`src/rtl/proc_pkg.sv`:
```
// proc_pkg: opcodes, ALU codes, FSM states, instruction field positions and decode helpers
package proc_pkg;
  localparam logic [3:0] OP_ADD = 4'h0, OP_SUB = 4'h1, OP_AND = 4'h2, OP_OR  = 4'h3,
                         OP_XOR = 4'h4, OP_INV = 4'h5, OP_LDI = 4'h8, OP_INC = 4'hA,
                         OP_DEC = 4'hB, OP_HLT = 4'hC, OP_JNZ = 4'hE, OP_JMP = 4'hF;
  localparam logic [2:0] ALU_ADD = 3'd0, ALU_SUB = 3'd1, ALU_AND = 3'd2,
                         ALU_OR  = 3'd3, ALU_XOR = 3'd4, ALU_INV = 3'd5;
  localparam int OP_LSB = 12, RD_LSB = 8, RS1_LSB = 4, RS2_LSB = 0, IMM_LSB = 0;
  typedef enum logic [2:0] {S_IDLE, S_FETCH, S_DECODE, S_EXEC, S_WB, S_HALT} state_t;
  function automatic logic is_alu(input logic [3:0] op);
    return op <= OP_INV;
  endfunction
  function automatic logic reads_rd(input logic [3:0] op);
    return op == OP_INC || op == OP_DEC || op == OP_JNZ;
  endfunction
  function automatic logic writes_rd(input logic [3:0] op);
    return is_alu(op) || op == OP_LDI || op == OP_INC || op == OP_DEC;
  endfunction
  function automatic logic is_undef(input logic [3:0] op);
    return op == 4'h6 || op == 4'h7 || op == 4'h9 || op == 4'hD;
  endfunction
endpackage

```
`src/rtl/alu.sv`:
```
// alu: combinational ALU
//   code: 3-bit operation select; a, b: operands; y: result (wraps modulo 2^DATA_W)
module alu import proc_pkg::*; #(
  parameter int DATA_W = 8
) (
  input  logic [2:0]        code,
  input  logic [DATA_W-1:0] a,
  input  logic [DATA_W-1:0] b,
  output logic [DATA_W-1:0] y
);
  assign y = code == ALU_ADD ? a + b :
             code == ALU_SUB ? a - b :
             code == ALU_AND ? a & b :
             code == ALU_OR  ? a | b :
             code == ALU_XOR ? a ^ b :
             code == ALU_INV ? ~a : '0;
endmodule

```
`src/rtl/proc_seq.sv`:
```
// proc_seq: fetch-decode-execute sequencer with 4-entry register file
//   clk, rst_n: clock and async active-low reset
//   start: run request (ignored while busy); imem_addr/imem_rd/imem_data: instruction fetch,
//   data valid the cycle after imem_rd; dbg_addr/dbg_data: combinational register read;
//   pc, busy, halted: status; illegal: one-cycle pulse in EXEC on an undefined opcode
module proc_seq import proc_pkg::*; #(
  parameter int DATA_W = 8,
  parameter int PC_W   = 8
) (
  input  logic              clk,
  input  logic              rst_n,
  input  logic              start,
  output logic [PC_W-1:0]   imem_addr,
  output logic              imem_rd,
  input  logic [15:0]       imem_data,
  input  logic [1:0]        dbg_addr,
  output logic [DATA_W-1:0] dbg_data,
  output logic [PC_W-1:0]   pc,
  output logic              busy,
  output logic              halted,
  output logic              illegal
);
  state_t            state;
  logic [15:0]       ir;
  logic [DATA_W-1:0] regs [4];
  logic [DATA_W-1:0] a, b, res, alu_y;
  logic              take;
  logic [2:0]        alu_code;
  logic [3:0]        op, dop;
  logic [PC_W-1:0]   npc;
  logic              unused_ir;
  assign op        = ir[OP_LSB +: 4];
  assign dop       = imem_data[OP_LSB +: 4];
  // INC/DEC reuse the adder/subtractor with B forced to 1 at decode
  assign alu_code  = is_alu(op) ? op[2:0] : (op == OP_DEC ? ALU_SUB : ALU_ADD);
  assign npc       = take ? PC_W'(ir[IMM_LSB +: 8]) : pc + PC_W'(1);
  assign dbg_data  = regs[dbg_addr];
  assign unused_ir = ^ir[11:10];
  alu #(.DATA_W(DATA_W)) u_alu (.code(alu_code), .a(a), .b(b), .y(alu_y));
  always_ff @(posedge clk or negedge rst_n) begin
    if (!rst_n) begin
      state     <= S_IDLE;
      pc        <= '0;
      imem_addr <= '0;
      imem_rd   <= 1'b0;
      busy      <= 1'b0;
      halted    <= 1'b0;
      illegal   <= 1'b0;
      ir        <= '0;
      a         <= '0;
      b         <= '0;
      res       <= '0;
      take      <= 1'b0;
      for (int i = 0; i < 4; i++) regs[i] <= '0;
    end else begin
      case (state)
        S_IDLE, S_HALT: if (start) begin
          state     <= S_FETCH;
          pc        <= '0;
          imem_addr <= '0;
          imem_rd   <= 1'b1;
          busy      <= 1'b1;
          halted    <= 1'b0;
        end
        S_FETCH: begin
          imem_rd <= 1'b0;
          state   <= S_DECODE;
        end
        S_DECODE: begin
          ir      <= imem_data;
          a       <= regs[reads_rd(dop) ? imem_data[RD_LSB +: 2] : imem_data[RS1_LSB +: 2]];
          b       <= (dop == OP_INC || dop == OP_DEC) ? DATA_W'(1) : regs[imem_data[RS2_LSB +: 2]];
          illegal <= is_undef(dop);
          state   <= S_EXEC;
        end
        S_EXEC: begin
          illegal <= 1'b0;
          res     <= op == OP_LDI ? DATA_W'(ir[IMM_LSB +: 8]) : alu_y;
          take    <= op == OP_JMP || (op == OP_JNZ && a != '0);
          if (op == OP_HLT) begin
            state  <= S_HALT;
            busy   <= 1'b0;
            halted <= 1'b1;
          end else state <= S_WB;
        end
        S_WB: begin
          if (writes_rd(op)) regs[ir[RD_LSB +: 2]] <= res;
          pc        <= npc;
          imem_addr <= npc;
          imem_rd   <= 1'b1;
          state     <= S_FETCH;
        end
        default: state <= S_IDLE;
      endcase
    end
  end
endmodule

```
`config.mk`:
```
export PLATFORM = sky130hd
export DESIGN_NAME = proc_seq
export DESIGN_NICKNAME = d
export VERILOG_FILES = /design/src/rtl/proc_pkg.sv /design/src/rtl/alu.sv /design/src/rtl/proc_seq.sv
export SDC_FILE = /design/constraint.sdc
export NUM_CORES = 1
export LEC_CHECK = 0
export ABC_AREA = 1
export CORE_MARGIN = 4
export CORE_UTILIZATION = 35
export DETAILED_ROUTE_END_ITERATION = 8
export GPL_TIMING_DRIVEN = 0
export SLEW_MARGIN = 20
export SYNTH_ARGS = -nofsm -noshare
export SYNTH_HDL_FRONTEND = slang
export SYNTH_SLANG_ARGS = --single-unit
```
`constraint.sdc`:
```
create_clock -name clk -period 4.4 [get_ports clk]
set_clock_uncertainty 0.2 [all_clocks]
set_input_delay 0.66 -clock clk [delete_from_list [all_inputs] [get_ports clk]]
set_output_delay 0.66 -clock clk [all_outputs]
set_load 0.02 [all_outputs]
```
==> summary.md, run 1 <==
| Metric | Value |
|---|---|
| Reg2reg setup slack | 2150 ps |
| #FFs+latches synth | 86 |
| Crit path time final | 3420 ps |
| RSZ-0062 raised after global routing | no |
| Clk pin slew, worst setup/hold paths | 60 ps |
| Area growth, synth to finish | 18.4% |
| Pre-antenna DRT Iters | 5 |
| Clock Latency Late Sink | 340 ps |
| Final net count | 887 |
| Total die area | 0.0183 mm² |
| Outcome | finished clean |
| CP required | 3540 ps |
| Critical path class | primary input to output pin |
| Slew @ Worst Pin | 839 ps |
| Sequential-to-total area share from yosys stat | 0.380 |
| DR WL/cell | 15.4 µm |
| Die Y | 135 µm |
| Core Area | 0.0159 mm² |
| Setup slack after layout | 978 ps |
| CTS tree | built |
| Final hold slack | 301 ps |
| Pre-CTS WS | 979 ps |
| Slew HR | 0.437 |
| WP data arrival | 2560 ps |
| Setup violations, final | 0 |
| Initial antenna violation count | 0 |
| Total CTS buffers | 9 |
| VDD IR-drop max | 0.000243 V |
| Mapped cell area | 0.00567 mm² |
| Final Cycle Share | 0.778 |
| Crit-path max FO | 10 |
| Leakage | 3.20 nW |
| Die Wd | 135 µm |
| Largest net degree at the start of global routing | 77 |
| Class of the worst hold path | flip-flop to flip-flop |
| Maximum capacitance violations | 0 |
| HPWL Detailed | 12.8 mm |
| Worst setup EP type | output pin |
| CTS Hold Bufs | 1 |
| Share of cells above drive strength 1 | 0.0734 |
| Core Util, Final | 0.422 |
| Vias per Instance | 4.97 |
| Distinct cells, synth | 39 |
| Post-Route WL | 16.4 mm |
| Placed cells | 1044 |
| Vias in the first global route | 5039 |
| # Post-CTS Setup Buffers | 0 |
| Startpoint types | primary input |
| Diodes inserted | 0 |
| Synth warn | 0 |
| Port Buffers | 43 |
| Post-CTS sizing | 0 |
| Pwr Density | 698 mW/mm² |
| First-pass GRT wire length | 26.6 mm |
| ANT nets after route | 0 |
| Hold Vio Cnt, Final | 0 |
| Root Driver | clkbuf_16 |
| Post-Synthesis Cells | 784 |
| Max Clk Rate | 292 MHz |
| Syn avg cell area | 7.23 µm² |
| I/O pin cnt | 49 |
| H-tree depth | 3 |
| Initial core utilization | 0.357 |
| Final Slew Violations | 0 |
| Max Root-Sink Buffers | 2 |
| Post-Syn Nets | 831 |
| FP Rows | 46 |
| Gr usage total | 0.183 |
| Iter 0 DRT Violations | 371 |
| GR Overflow Total | 0 |
| Final RePlAce weighted congestion | 0.891 |
| DR DRC count | 0 |
| TritonCTS Sinks | 86 |
| Layout Cells excl Fill | 1061 |
| Overall Power | 4.68 mW |
| Vias | 5271 |
## power breakdown
group          total, mW  switching [mW]  leakage (nW)  internal (mW)
Sequential          1.44           0.320          1.12           1.12
Clock              0.771           0.317         0.148          0.454
Combinational       2.47            1.58          1.93          0.890
## sequential cells by signal, summed over array words and instances (netlist names)
| signal | count |
|---|---|
| a | 8 |
| b | 8 |
| busy | 1 |
| halted | 1 |
| illegal | 1 |
| imem_rd | 1 |
| ir | 14 |
| pc | 8 |
| regs | 32 |
| res | 8 |
| state | 3 |
| take | 1 |
## metal layers
metal  vias up  global-route usage  share of wire
met5         -                   0              0
met4         0              0.0560          0.018
met3        22              0.0260          0.046
met2       127               0.288           0.46
met1      2459               0.261           0.47
li1       2663                   -              -
## through the flow
| step | area [µm²] | setup TNS (ps) |
|---|---|---|
| after detailed placement | 6390 | 0 |
| after CTS | 6710 | 0 |
| after floorplan | 5670 | 0 |
| after global routing | 6710 | 0 |
| after global placement | 6370 | -74180 |
| final | 6710 | 0 |
## synthesized netlist by cell type, drive strengths merged
library cell / instances / area [µm²]
a211oi: 1 / 7.51
a21oi: 56 / 284
a22o: 1 / 8.76
a32o: 1 / 10.0
and2: 1 / 6.26
buf: 26 / 181
clkbuf: 10 / 37.5
clkinv: 1 / 3.75
dfrtp: 86 / 2150
fa: 2 / 40.0
ha: 24 / 300
inv: 121 / 454
mux2: 1 / 11.3
nand2: 193 / 724
nand3: 36 / 180
nand3b: 2 / 15.0
nand4: 14 / 87.6
nor2: 46 / 188
nor3: 12 / 105
nor4: 1 / 6.26
o211ai: 17 / 128
o21a: 1 / 7.51
o21ai: 106 / 549
o21bai: 2 / 15.0
o22ai: 13 / 81.3
o31ai: 1 / 7.51
or2: 2 / 12.5
xor2: 7 / 61.3
## worst paths after layout
path / start / to / cells after the start
worst min-delay path: busy / busy / 1
worst max-delay path: dbg_addr[1] / dbg_data[6] / 7
worst min register to register: busy / busy / 1
max in group asynchronous: rst_n / regs[18] / 3
worst max register to register: b[0] / res[6] / 11
min in group asynchronous: rst_n / pc[6] / 2
## cells in the final DEF, fill, tap and decap left out, types with 2 or more instances in the layout
cell type / instances
nand2_1: 193
inv_1: 116
dfrtp_1: 86
o21ai_0: 63
a21oi_1: 55
nor2_1: 42
clkdlybuf4s50_1: 42
o21ai_1: 40
nand3_1: 36
ha_1: 24
o211ai_1: 17
nand4_1: 14
buf_2: 13
o22ai_1: 13
clkbuf_1: 10
clkbuf_16: 9
nor3_1: 8
buf_4: 8
xor2_1: 7
buf_6: 6
inv_2: 5
nor3_4: 4
nor2_2: 3
clkinv_2: 3
o21ai_2: 2
o21bai_1: 2
nand3b_1: 2
fa_1: 2
## cell type report
| type | count | area (µm²) |
|---|---|---|
| fillers | 1692 | 9180 |
| multi-input cells | 540 | 2840 |
| flip-flops and latches | 86 | 2150 |
| repair buffers | 45 | 469 |
| inverters | 122 | 458 |
| well taps | 216 | 270 |
| clock buffers | 10 | 239 |
| plain buffers | 36 | 219 |
| clock inverters | 6 | 61.3 |
## worst max-delay path: stages
cell and delay (ps):
clkdlybuf4s50_1 410, inv_1 150, clkbuf_1 400, o21ai_0 160, a21oi_1 170, a21oi_1 60
clkdlybuf4s50_1 540
## cells by family (layout without fill, tap and decap cells)
kind of cell / after synthesis / after routing / synth area share
mux: 1 / 1 / 0.00199
buf+inv: 158 / 219 / 0.119
flops: 86 / 86 / 0.380
compound gates: 199 / 199 / 0.194
xor+xnor: 7 / 7 / 0.0108
fa+ha+maj: 26 / 26 / 0.0601
simple gates: 307 / 307 / 0.234
(Power assumes the default switching activity.)
==> inputs of run 2 (changes only) <==
==> constraint.sdc (replaced) <==
create_clock -name clk -period 2.98 [get_ports clk]
set_clock_uncertainty 0.2 [all_clocks]
set_input_delay 0.447 -clock clk [delete_from_list [all_inputs] [get_ports clk]]
set_output_delay 0.447 -clock clk [all_outputs]
set_load 0.02 [all_outputs]
==> run 2 against run 1 <==
  * Sequential power grew 47%
  * Critical endpoint unchanged
  * Critical path type unchanged
  * Non-clock buffer count stayed put
  * Cell area hardly changed
==> summary.md, run 2 (same netlist as run 1, synthesis figures left out) <==
| Metric | Value |
|---|---|
| P_int | 3.63 mW |
| Psw | 3.29 mW |
| H-tree depth | 3 |
| R2R depth | 11 |
| Pre-antenna DRT Iters | 5 |
| CTS tree | built |
| ANT nets after route | 0 |
| Slew @ Worst Pin | 850 ps |
| Startpoint types | primary input |
| Vias | 5270 |
| Crit-path max FO | 10 |
| Final hold slack | 281 ps |
| Die Wd | 135 µm |
| Reg2reg setup slack | 730 ps |
| VDD IR-drop max | 0.000359 V |
| DR WL/cell | 15.5 µm |
| DR DRC count | 0 |
| HPWL Detailed | 12.8 mm |
| Slowest Stage Delay on Critical Path | 620 ps |
| Crit path time final | 2840 ps |
| Commonest non-fill, non-tap cell in the layout | nand2_1 |
| Combinational power share | 0.529 |
| Diodes inserted | 0 |
| Iter 0 DRT Violations | 361 |
| Core Area | 0.0159 mm² |
| Final Slew Violations | 0 |
| Critical path class | primary input to output pin |
| Setup tns final | 0 ps |
| CP cell instances | clkdlybuf4s50_1 > inv_1 > clkbuf_2 > o21ai_0 > a21oi_1 > a21oi_1 > clkdlybuf4s50_1 |
| Vias per Instance | 4.97 |
| Max FFs per register | 32 |
| Max Clk Rate | 353 MHz |
| FP Rows | 46 |
| Outcome | finished clean |
| Total die area | 0.0183 mm² |
| Total CTS buffers | 9 |
| RSZ-0062 raised after global routing | no |
| Post-Route WL | 16.4 mm |
| I/O pin cnt | 49 |
| WP data arrival | 2190 ps |
| Clk pin slew, worst setup/hold paths | 60 ps |
| Pwr Density | 1030 mW/mm² |
| Root Driver | clkbuf_16 |
| Final net count | 887 |
| Most frequent cells in the layout | nand2_1 (193), inv_1 (116), dfrtp_1 (86) |
| Sw frac | 0.476 |
| Seq pwr share | 0.306 |
| CP max stage cell | clkdlybuf4s50_1 |
| Maximum capacitance violations | 0 |
| R2r endpoint | res[6] |
| Reg2reg start | b[0] |
| Initial antenna violation count | 0 |
| Share of cells above drive strength 1 | 0.0757 |
| Worst path bufs/invs | 4 |
| Area growth, synth to finish | 18.4% |
| Leakage | 3.21 nW |
| Vias in the first global route | 5040 |
| Hold Vio Cnt, Final | 0 |
| Port Buffers | 43 |
| Top reg by flops | regs |
| First-pass GRT wire length | 26.6 mm |
| CP required | 2330 ps |
| Clock network fraction of total power | 0.166 |
| GR Overflow Total | 0 |
| Final Cycle Share | 0.952 |
| Overall Power | 6.93 mW |
| Largest net degree at the start of global routing | 77 |
| Max Root-Sink Buffers | 2 |
| Class of the worst hold path | primary input to asynchronous set/reset pin |
| Regs by FF count | regs x32, ir x14 |
| Gr usage total | 0.183 |
| Slew HR | 0.430 |
| Core Util, Final | 0.422 |
| Crit-path leading delay family | buffers and inverters |
| Initial core utilization | 0.357 |
| Worst setup EP type | output pin |
| Setup violations, final | 0 |
| TritonCTS Sinks | 86 |
| Die Y | 135 µm |
| Final RePlAce weighted congestion | 0.891 |
| Clock Latency Late Sink | 340 ps |
run 2: cell counts in the layout (fill, tap and decap cells not counted):
No cell type changed its count.
run 2: power groups by stage:
| stage | Sequential (mW) | Combinational, mW | Clock (mW) |
|---|---|---|---|
| 3_3_place_gp | 2.13 | 3.58 | 0 |
| 5_1_grt | 2.19 | 4.12 | 1.22 |
| 4_1_cts | 2.11 | 3.65 | 1.16 |
| 6_report | 2.12 | 3.66 | 1.15 |
| 2_1_floorplan | 2.07 | 2.46 | 0 |
| 3_5_place_dp | 2.13 | 3.63 | 0 |
run 2: what timing repair did:
item / 4_1_cts / 5_1_grt
hold buffers: 1 / 0
gates resized for setup: 1 / 2
setup endpoints to repair: 1 / 4
endpoints found under the hold margin: 10 / 0
setup buffers: 0 / 0
gates cloned: 0 / 0
pin swaps: 0 / 0
run 2: routing by layer:
layer	track usage	routed length, µm	share of wire	vias up
met1	0.261	7890	0.48	2468
met4	0.0560	295	0.018	0
met3	0.0260	661	0.040	23
li1	-	-	-	2663
met5	0	0	0	-
met2	0.288	7570	0.46	116
run 2: worst max path at each step:
stage / slack, ps / depth (start not counted) / start / end
final: 140 / 7 / dbg_addr[1] / dbg_data[6]
after global routing: 4 / 7 / dbg_addr[1] / dbg_data[6]
after CTS: 70 / 7 / dbg_addr[0] / dbg_data[6]
after detailed placement: -10 / 7 / dbg_addr[1] / dbg_data[6]
after global placement: -2080 / 1 / rst_n / regs[5]
after floorplan: 790 / 6 / dbg_addr[0] / dbg_data[6]
run 2: through the flow:
| step | area (µm²) | worst slack [ps] | instances |
|---|---|---|---|
| after floorplan | 5670 | 789 | 784 |
| after global placement | 6370 | -2080 | 1043 |
| after detailed placement | 6390 | -14.5 | 1044 |
| after CTS | 6710 | 72.0 | 1061 |
| after global routing | 6710 | 3.80 | 1061 |
| final | 6710 | 144 | 1061 |
run 2: worst register-to-register path, cell delays in order (launching register included):
cell and delay (ps):
dfrtp_1 400, ha_1 260, inv_1 70, fa_1 430, inv_1 130, nand3_1 110, nand3_1 80, nand2_1 50
nand3_1 60, nand3_1 170, nand2_1 120, a21oi_1 60
run 2: layout make-up:
cell class | count | area (µm²)
clock buffers | 10 | 239
clock inverters | 6 | 61.3
well taps | 216 | 270
flip-flops and latches | 86 | 2150
plain buffers | 36 | 221
repair buffers | 45 | 469
fillers | 1694 | 9180
inverters | 122 | 458
multi-input cells | 540 | 2840
